<file path="config.mk">
export PLATFORM = sky130hd
export DESIGN_NAME = dmem_arbiter
export DESIGN_NICKNAME = d
export VERILOG_FILES = /design/src/rtl/dmem_arbiter_pkg.sv /design/src/rtl/dmem_arbiter_stb_fifo.sv /design/src/rtl/dmem_arbiter.sv
export SDC_FILE = /design/constraint.sdc
export NUM_CORES = 1
export LEC_CHECK = 0
export ABC_AREA = 1
export ABC_CLOCK_PERIOD_IN_PS = 10550
export CAP_MARGIN = 10
export CORE_ASPECT_RATIO = 0.5
export CORE_MARGIN = 3
export CORE_UTILIZATION = 45
export CTS_CLUSTER_DIAMETER = 200
export DETAILED_ROUTE_END_ITERATION = 10
export GPL_TIMING_DRIVEN = 1
export PLACE_DENSITY = 0.69
export SETUP_SLACK_MARGIN = 0.5
export SLEW_MARGIN = 20
export SYNTH_ARGS = -nofsm -noshare
export SYNTH_HDL_FRONTEND = slang
export SYNTH_SLANG_ARGS = --single-unit
</file>
<file path="constraint.sdc">
create_clock -name clk -period 10.55 [get_ports clk]
set_clock_uncertainty 0.15 [all_clocks]
set_input_delay 1.055 -clock clk [delete_from_list [all_inputs] [get_ports clk]]
set_output_delay 1.055 -clock clk [all_outputs]
set_load 0.05 [all_outputs]
</file>
<file path="src/rtl/dmem_arbiter_pkg.sv">
// rtl/dmem_arbiter_pkg.sv - shared types and constants for the data-memory arbiter
package dmem_arbiter_pkg;

    typedef enum logic [1:0] {
        IDLE  = 2'd0,
        LOAD  = 2'd1,
        STORE = 2'd2
    } arb_state_t;

    typedef struct packed {
        logic [31:0] addr;
        logic [31:0] data;
        logic        is_byte;
    } stb_entry_t;

    localparam int STB_DEPTH_DEFAULT = 4;

endpackage

</file>
<file path="src/rtl/dmem_arbiter_stb_fifo.sv">
// rtl/dmem_arbiter_stb_fifo.sv - in-order store buffer with word-address hazard compare
module stb_fifo
    import dmem_arbiter_pkg::*;
#(
    parameter  int DEPTH = STB_DEPTH_DEFAULT,
    localparam int PW    = $clog2(DEPTH)
) (
    input  logic             clk,
    input  logic             rstn,
    input  logic             push,
    input  stb_entry_t       push_entry,
    input  logic             pop,
    output stb_entry_t       head_entry,
    output logic [PW:0]      count,
    output logic             not_full,
    input  logic [29:0]      cmp_word,
    output logic [DEPTH-1:0] match
);

    localparam logic [PW:0] FULL_CNT = (PW+1)'(DEPTH);

    stb_entry_t       mem [DEPTH];
    logic [DEPTH-1:0] valid_q;
    logic [PW-1:0]    head_q;
    logic [PW-1:0]    tail_q;
    logic [PW:0]      count_q;
    logic [PW:0]      count_nxt;
    logic             do_push;
    logic             do_pop;

    // A push into a full buffer is dropped; a pop of an empty buffer is a no-op.
    assign do_push   = push && (count_q != FULL_CNT);
    assign do_pop    = pop && (count_q != '0);
    assign count_nxt = count_q + {{PW{1'b0}}, do_push} - {{PW{1'b0}}, do_pop};

    // Pointer, occupancy and registered room flag; stReady tracks the count it will see next cycle.
    always_ff @(posedge clk or negedge rstn) begin
        if (!rstn) begin
            head_q   <= '0;
            tail_q   <= '0;
            count_q  <= '0;
            valid_q  <= '0;
            not_full <= 1'b1;
        end else begin
            if (do_push) begin
                tail_q          <= tail_q + PW'(1);
                valid_q[tail_q] <= 1'b1;
            end
            if (do_pop) begin
                head_q          <= head_q + PW'(1);
                valid_q[head_q] <= 1'b0;
            end
            count_q  <= count_nxt;
            not_full <= (count_nxt != FULL_CNT);
        end
    end

    // Entry storage needs no reset: the valid bits gate every use of it.
    always_ff @(posedge clk) begin
        if (do_push) begin
            mem[tail_q] <= push_entry;
        end
    end

    for (genvar i = 0; i < DEPTH; i++) begin : g_match
        assign match[i] = valid_q[i] && (mem[i].addr[31:2] == cmp_word);
    end

    assign head_entry = mem[head_q];
    assign count      = count_q;

endmodule

</file>
<file path="src/rtl/dmem_arbiter.sv">
// rtl/dmem_arbiter.sv - load/store arbiter for the single data-memory port; DMEM_ARB_AGE_EN adds store aging
module dmem_arbiter
    import dmem_arbiter_pkg::*;
#(
    parameter int STB_DEPTH = STB_DEPTH_DEFAULT,
    parameter int AGE_MAX   = 8
) (
    input  logic        clk,
    input  logic        rstn,
    input  logic        ldValid,
    output logic        ldReady,
    input  logic [31:0] ldPc,
    input  logic [31:0] ldAddr,
    input  logic        ldByte,
    input  logic        stValid,
    output logic        stReady,
    input  logic [31:0] stAddr,
    input  logic [31:0] stData,
    input  logic        stByte,
    output logic        memReq,
    output logic        memWe,
    output logic [31:0] memAddr,
    output logic [31:0] memWdata,
    output logic        memByte,
    input  logic        memAck,
    input  logic [31:0] memRdata,
    output logic        ldRespValid,
    output logic [31:0] ldRespPc,
    output logic [31:0] ldRespData,
    output logic        stbEmpty
);

    localparam int          PW       = $clog2(STB_DEPTH);
    localparam logic [PW:0] FULL_CNT = (PW+1)'(STB_DEPTH);

    if (STB_DEPTH < 2 || STB_DEPTH > 16 || (STB_DEPTH & (STB_DEPTH - 1)) != 0 ||
        AGE_MAX < 1 || AGE_MAX > 15) begin : g_param_check
        $error("dmem_arbiter: unsupported STB_DEPTH or AGE_MAX");
    end

    arb_state_t           state_q;
    arb_state_t           state_d;
    stb_entry_t           st_entry;
    stb_entry_t           stb_head;
    logic [PW:0]          stb_count;
    logic [STB_DEPTH-1:0] stb_match;
    logic                 stb_pop;
    logic                 stb_full;
    logic                 stb_nonempty;
    logic                 ld_ok;
    logic                 aged;
    logic                 grant_ld;
    logic                 grant_st;
    logic [31:0]          ld_pc_q;

    assign st_entry     = '{addr: stAddr, data: stData, is_byte: stByte};
    assign stb_full     = (stb_count == FULL_CNT);
    assign stb_nonempty = (stb_count != '0);
    assign ld_ok        = ldValid && !(|stb_match);

    stb_fifo #(.DEPTH(STB_DEPTH)) u_stb (
        .clk        (clk),
        .rstn       (rstn),
        .push       (stValid),
        .push_entry (st_entry),
        .pop        (stb_pop),
        .head_entry (stb_head),
        .count      (stb_count),
        .not_full   (stReady),
        .cmp_word   (ldAddr[31:2]),
        .match      (stb_match)
    );

`ifdef DMEM_ARB_AGE_EN
    localparam logic [3:0] AGE_LIM = 4'(AGE_MAX);
    logic [3:0] age_q;

    assign aged = stb_nonempty && (age_q >= AGE_LIM);

    // Count loads that overtook a waiting store; any store grant restarts the count.
    always_ff @(posedge clk or negedge rstn) begin
        if (!rstn) begin
            age_q <= 4'd0;
        end else if (grant_st) begin
            age_q <= 4'd0;
        end else if (grant_ld && stb_nonempty) begin
            age_q <= age_q + 4'd1;
        end
    end
`else
    assign aged = 1'b0;
`endif

    // FSM state register.
    always_ff @(posedge clk or negedge rstn) begin
        if (!rstn) begin
            state_q <= IDLE;
        end else begin
            state_q <= state_d;
        end
    end

    // Grant selection in IDLE and completion handling in LOAD/STORE.
    always_comb begin
        state_d  = state_q;
        grant_ld = 1'b0;
        grant_st = 1'b0;
        stb_pop  = 1'b0;
        case (state_q)
            IDLE: begin
                if (stb_full || aged) begin
                    grant_st = 1'b1;
                end else if (ld_ok) begin
                    grant_ld = 1'b1;
                end else if (stb_nonempty) begin
                    grant_st = 1'b1;
                end
                if (grant_ld) begin
                    state_d = LOAD;
                end else if (grant_st) begin
                    state_d = STORE;
                end
            end
            LOAD: begin
                if (memAck) begin
                    state_d = IDLE;
                end
            end
            STORE: begin
                if (memAck) begin
                    state_d = IDLE;
                    stb_pop = 1'b1;
                end
            end
            default: state_d = IDLE;
        endcase
    end

    assign ldReady  = grant_ld;
    assign memReq   = (state_q != IDLE);
    assign stbEmpty = !stb_nonempty && (state_q != STORE);

    // Memory-port and response registers; the port is only loaded on a grant, so it holds while memReq is high.
    always_ff @(posedge clk or negedge rstn) begin
        if (!rstn) begin
            memWe       <= 1'b0;
            memAddr     <= '0;
            memWdata    <= '0;
            memByte     <= 1'b0;
            ld_pc_q     <= '0;
            ldRespValid <= 1'b0;
            ldRespPc    <= '0;
            ldRespData  <= '0;
        end else begin
            if (grant_ld) begin
                memWe   <= 1'b0;
                memAddr <= ldAddr;
                memByte <= ldByte;
                ld_pc_q <= ldPc;
            end else if (grant_st) begin
                memWe    <= 1'b1;
                memAddr  <= stb_head.addr;
                memWdata <= stb_head.data;
                memByte  <= stb_head.is_byte;
            end
            ldRespValid <= (state_q == LOAD) && memAck;
            if ((state_q == LOAD) && memAck) begin
                ldRespPc   <= ld_pc_q;
                ldRespData <= memByte ? {24'h0, memRdata[7:0]} : memRdata;
            end
        end
    end

endmodule

</file>
==> impl_metrics.toml <==
[pwr]
p_per_area_nw_per_um2 = 302
ir_worst_vdd_mv = 0.171
leakagePower_nw = 9.83

[clock_network]
clk_pin_slew_worst_paths_ns = 0.06
clockBufferDepth = 3
numCtsBuffers = 39
cts_resized = 0
postCtsSetupBuffers = 0
cts_tree = "done"
clock_sinks = 437
clock_latency_ns = 0.54
cts-root-buf = "clkbuf_16"
cts_hold_buf = 0
cts.htree.levels = 2

[logic_synthesis]
syn_nets = 2092
async_flop_share_pct = 40.5
ys.flop_type = "edfxtp_1"
synth_area_leaders = "edfxtp_1 41%, dfrtp_1 23%, nand2_1 13%"
synth-edff-count = 260
synth_largest_area_cell = "edfxtp_1"
synthCells = 1911
ys_ff_latch = 437
syn_avg_cell_area_um2 = 9.87
synth-seq-area-share_pct = 64.9
synth_top_area_share_pct = 41.4
ys_types = 31
ys.warnings.count = 0
syn-cell-area_um2 = 18900

[placement]
io_buffers = 301
gp_congestion = 0.959
dp.cells = 2675
dpl.hpwl_um = 33200

[drt]
drc_errors = 0
vias_per_cell = 5.19
ant_nets = 0
drtPass1Iterations = 6
wl_um = 51300
vias = 14263
wl_per_cell_um = 18.7
drt_iter0_drc = 1157

[die]
die_h_um = 151
row_count = 52
ios = 302
die-area_um2 = 44600
coreArea_um2 = 40900
fp.dieW_um = 296
initial_core_util_pct = 46.1

[hold_path]
min_from = "ld_pc_q[2]"
hp-class = "flip-flop to flip-flop"
min_to = "ldRespPc[2]"
min_path_cells = 2

[timing]
hold_viol = 0
finalSetupTns_ns = 0
maxClockFrequency_ghz = 0.208
setup_viol_count_final = 0
final_max_slew_viol_count = 0
worstMarginPinSlew_ns = 1.08
period_minus_slack_ns = 4.81
slew_headroom_pct = 28.2
grt_setup_unrepaired = "no"
hold_ws_ns = 0.318
period_share_pct = 45.6

[grt]
grt_busiest_layer = "met2"
grt_use_met3_pct = 4.07
grt_overflow = 0
grt_pass1_vias = 13940
use_met1_pct = 29.5
grt_usage_pct = 22.6
met2_usage_pct = 38.3
antenna_found_initial = 2
grt_max_degree = 110
grt_pass1_wl_um = 78000

[worst_setup_path]
max_stage_delay_ns = 0.83
cp_data_arrival_time_ns = 3.61
crit_fanout = 6
path_cells = "clkdlybuf4s50_1 -> inv_2 -> nand2_1 -> o21ai_1 -> nor2_1 -> nand2_1 -> nor2_1 -> nand2_1 -> nor2_1 -> nor2_2 -> nand4_2 -> inv_2 -> clkdlybuf4s50_1"
endpoint_kind = "output port"
r2r_setup_slack_ns = 7.39
reg2reg_depth = 9
r2r-start = "u_stb.head_q[0]"
worstSetupStartpointType = "input pin"
r2r-end = "memAddr[2]"
criticalPathCategory = "input pin to output port"
slowest_stage = "clkdlybuf4s50_1"
cp_data_required_time_ns = 9.35

[finish]
fin_cells = 2748
final_cell_mix = "664 x nand2_1, 300 x clkdlybuf4s50_1, 260 x edfxtp_1"
final_common_cell = "nand2_1"
drive_above_1_share_pct = 4.67
area_growth_pct = 24.7
fin_nets = 2359

[flow_run]
maxCapViolCount = 0

[outcome]
outcome = "complete, no violations"
==> synthesized netlist by cell type (all sizes together) (6+ instances only) <==
| library cell | n |
|---|---|
| nand2 | 665 |
| edfxtp | 260 |
| inv | 178 |
| o21ai | 177 |
| dfrtp | 176 |
| a21oi | 98 |
| nor2 | 87 |
| nand3 | 78 |
| clkbuf | 65 |
| a32o | 35 |
| xnor2 | 26 |
| buf | 25 |
| ha | 13 |
| o22ai | 8 |
| xor2 | 8 |
| nand4 | 6 |
==> worst max path at each step <==
stage	start	end	slack, ns	cells past startpoint
final	ldAddr[14]	ldReady	5.74	13
after global routing	ldAddr[30]	ldReady	5.58	15
after CTS	ldAddr[14]	ldReady	5.75	13
after detailed placement	ldAddr[11]	ldReady	5.75	15
after global placement	ldAddr[11]	ldReady	5.77	15
after floorplan	stValid	u_stb.mem[0][0]	5.97	2
==> cells by family (layout without fill, tap and decap cells) <==
kind of cell / after synthesis / count (layout) / share of synthesized area, %
AND/OR/NAND/NOR: 839 / 839 / 17.5
flip-flops: 437 / 437 / 64.9
AO/OA/AOI/OAI: 318 / 318 / 9.42
buffers and inverters: 269 / 563 / 5.67
XOR/XNOR: 34 / 34 / 1.58
adder cells (fa/ha/maj): 14 / 14 / 0.968
other: 0 / 3 / 0
==> critical path, delay by kind of cell <==
family,cells,cell delay [ns]
buffers and inverters,4,1.66
AO/OA/AOI/OAI,1,0.15
AND/OR/NAND/NOR,8,0.72
==> through the flow <==
step / power [mW] / worst slack (ns) / util [%] / area (µm²)
6_report: 7.12 / 5.74 / 57.5 / 23500
5_1_grt: 7.54 / 5.58 / 57.5 / 23500
4_1_cts: 7.16 / 5.75 / 57.3 / 23500
3_3_place_gp: 5.73 / 5.77 / 54.5 / 22300
3_5_place_dp: 5.78 / 5.75 / 54.5 / 22300
2_1_floorplan: 4.71 / 5.97 / - / 18900
==> state kept, by name, summed over array words and instances, names as in the netlist, 2 cells and up <==
| register | count |
|---|---|
| memAddr | 32 |
| state_q | 2 |
| memWdata | 32 |
| ldRespPc | 32 |
| ld_pc_q | 32 |
| u_stb.count | 3 |
| ldRespData | 32 |
| u_stb.tail_q | 2 |
| u_stb.valid_q | 4 |
| u_stb.mem | 260 |
| u_stb.head_q | 2 |
==> area by class of cell <==
cell class	instances	area (µm²)
Fill cell	3527	17400
Sequential cell	437	12200
Multi-Input combinational cell	1205	5590
Timing Repair Buffer	316	3170
Clock buffer	56	1060
Inverter	179	676
Tap cell	540	676
Clock inverter	12	109
Antenna cell	3	7.51
==> layer usage <==
metal / part of all wire, % / vias to the layer above / wire (µm)
met5: 0 / - / 0
met4: 3.1 / 0 / 1610
met3: 6.8 / 102 / 3470
met2: 49 / 482 / 25100
met1: 41 / 6849 / 21100
li1: - / 6830 / -
==> power by group <==
part           internal [mW]  switching, mW
sequential              2.37          0.272
clock                  0.748          0.622
combinational          0.964           2.14
(Power assumes the default switching activity.)
==> patch, RTL diff (config.mk and constraints unchanged) <==
Add a define of `DMEM_ARB_AGE_EN`.
--- a/src/rtl/dmem_arbiter.sv
+++ b/src/rtl/dmem_arbiter.sv
@@ -1,4 +1,6 @@
 // rtl/dmem_arbiter.sv - load/store arbiter for the single data-memory port; DMEM_ARB_AGE_EN adds store aging
+`define DMEM_ARB_AGE_EN
+
 module dmem_arbiter
     import dmem_arbiter_pkg::*;
 #(
Behaviour: same outputs for any inputs over 4 cycles, from zero or initial values and one cycle with rstn low; that may be too few to reach the edited logic, so the function may still have changed.
==> patch against the original RTL <==
Design area rose by 1.4%; sequential cell count rose by 4; non-clock buffer count rose by 1; synthesized area rose by 0.71%; routed wire length fell by 2.9%; fmax fell by 20%; power rose by 4.9%; worst setup slack got worse by 1.2 ns; critical path type unchanged; largest cell class unchanged; largest power group unchanged.
==> patch: results (changes against the original RTL) <==
Synthesis
  • Synth top area cells: edfxtp_1, dfrtp_1, nand2_1
  • Commonest cells post-synth: nand2_1, edfxtp_1, dfrtp_1, o21ai_0, inv_1
  • Syn Nets: 2053 (-1.9%)
  • Ys Warns: 0 (unchanged)
  • Async SR Flop Fraction: 41.0% (+0.54 points)
  • Register area share after synthesis: 64.9% (+0.070 points)
  • Most used DFF post-synth: edfxtp_1

GRT
  • First-pass GRT wire length: 76.8 mm (-1.5%)
  • Pin count of the biggest net entering global routing: 121 (+10%)
  • GR Layer Usage met1: 28.7% (-0.71 points)
  • Grt met2 use: 37.7% (-0.56 points)
  • Vias in the first global route: 13.8k (-0.88%)
  • GRT Total Usage: 22.0% (-0.62 points)

Placed design
  • Detail Placement HPWL: 31.5 mm (-4.9%)
  • RD Place Congestion: 0.868 (-9.5%)

Detailed routing
  • First-pass DRT Iterations: 8 (+2)
  • Avg Vias per Cell: 5.17 (-0.48%)
  • Routed len/inst: 18.2 µm (-2.3%)
  • Drt first-iter violations: 1037 (-10%)

Setup path
  • CP max FO: 36 (+30)
  • Largest stage delay on the critical path: 0.94 ns (+0.11 ns)
  • Worst EP arrival: 4.84 ns (+1.23 ns)

Power and ir drop
  • VDD IR max: 0.000176 V (+3.2%)
  • Leak: 9.70 nW (-1.2%)

Clocking
  • TritonCTS buffer count: 40 (+2.6%)

Final layout
  • Final-layout fill cell count: 3450 (-2.2%)
  • Nets: 2312 (-2.0%)

Run status
  • Outcome: complete, no violations

STA
  • Slew @ Worst Pin: 1.08 ns (+0.00219 ns)
patch: changes by cell type after synthesis, sizes merged, moves of 19 or more:
cell / unedited run / this run
nand4: 6 / 40
nand2: 665 / 536
a21oi: 98 / 70
o21ai: 177 / 213
nor2: 87 / 106
buf: 25 / 46
patch: cell type report:
type / instances / share of cell area, %
flip-flops and latches: 441 / 51.7
multi-input cells: 1168 / 23.8
repair buffers: 317 / 13.1
clock buffers: 53 / 4.78
well taps: 567 / 2.97
inverters: 161 / 2.55
clock inverters: 21 / 0.986
diodes: 2 / 0.0210
patch: critical path, delay by kind of cell:
| family | cells | cell delay (ns) |
|---|---|---|
| buffers and inverters | 3 | 2.36 |
| and+or+nand+nor | 7 | 1.08 |
| xor gates and xnor gates | 1 | 0.32 |
patch: cell families after synthesis:
family | after synthesis | synth area share, %
XOR/XNOR | 45 | 2.07
AO/OA/AOI/OAI | 343 | 10.1
buffers and inverters | 261 | 5.42
adder cells (fa/ha/maj) | 16 | 1.09
flip-flops | 441 | 64.9
AND/OR/NAND/NOR | 764 | 16.4
patch: final timing paths:
kind,from,endpoint,slack [ns],depth (start not counted)
min,ldRespData[2],ldRespData[2],0.33,2
max,ldAddr[16],ldReady,4.51,11
max reg2reg,u_stb.mem[3][49],ld_pc_q[21],6.77,11
max in group asynchronous,rstn,memAddr[18],8.60,2
min in group asynchronous,rstn,ldRespData[28],0.36,1
min reg2reg,ldRespData[2],ldRespData[2],0.33,2
patch: where the power goes:
group	leakage [nW]	internal [W]	switching, W	total, W
logic	4.40	0.00101	0.00226	0.00327
registers	4.63	0.00241	0.000267	0.00268
clock network	0.678	0.000867	0.000654	0.00152
patch: stage by stage:
| step | area (µm²) | instances | util [%] | setup slack [ns] |
|---|---|---|---|---|
| after floorplan | 19000 | 1870 | - | 5.98 |
| after global placement | 22500 | 2654 | 54.7 | 4.55 |
| after detailed placement | 22500 | 2654 | 54.7 | 4.53 |
| after CTS | 23900 | 2728 | 58.1 | 4.52 |
| after global routing | 23900 | 2730 | 58.1 | 4.29 |
| final | 23900 | 2730 | 58.1 | 4.51 |
patch: layer usage:
| metal | wire length [µm] | up-vias |
|---|---|---|
| met1 | 21000 | 6789 |
| met3 | 2940 | 87 |
| met5 | 0 | - |
| met2 | 24500 | 408 |
| met4 | 1310 | 0 |
| li1 | - | 6817 |
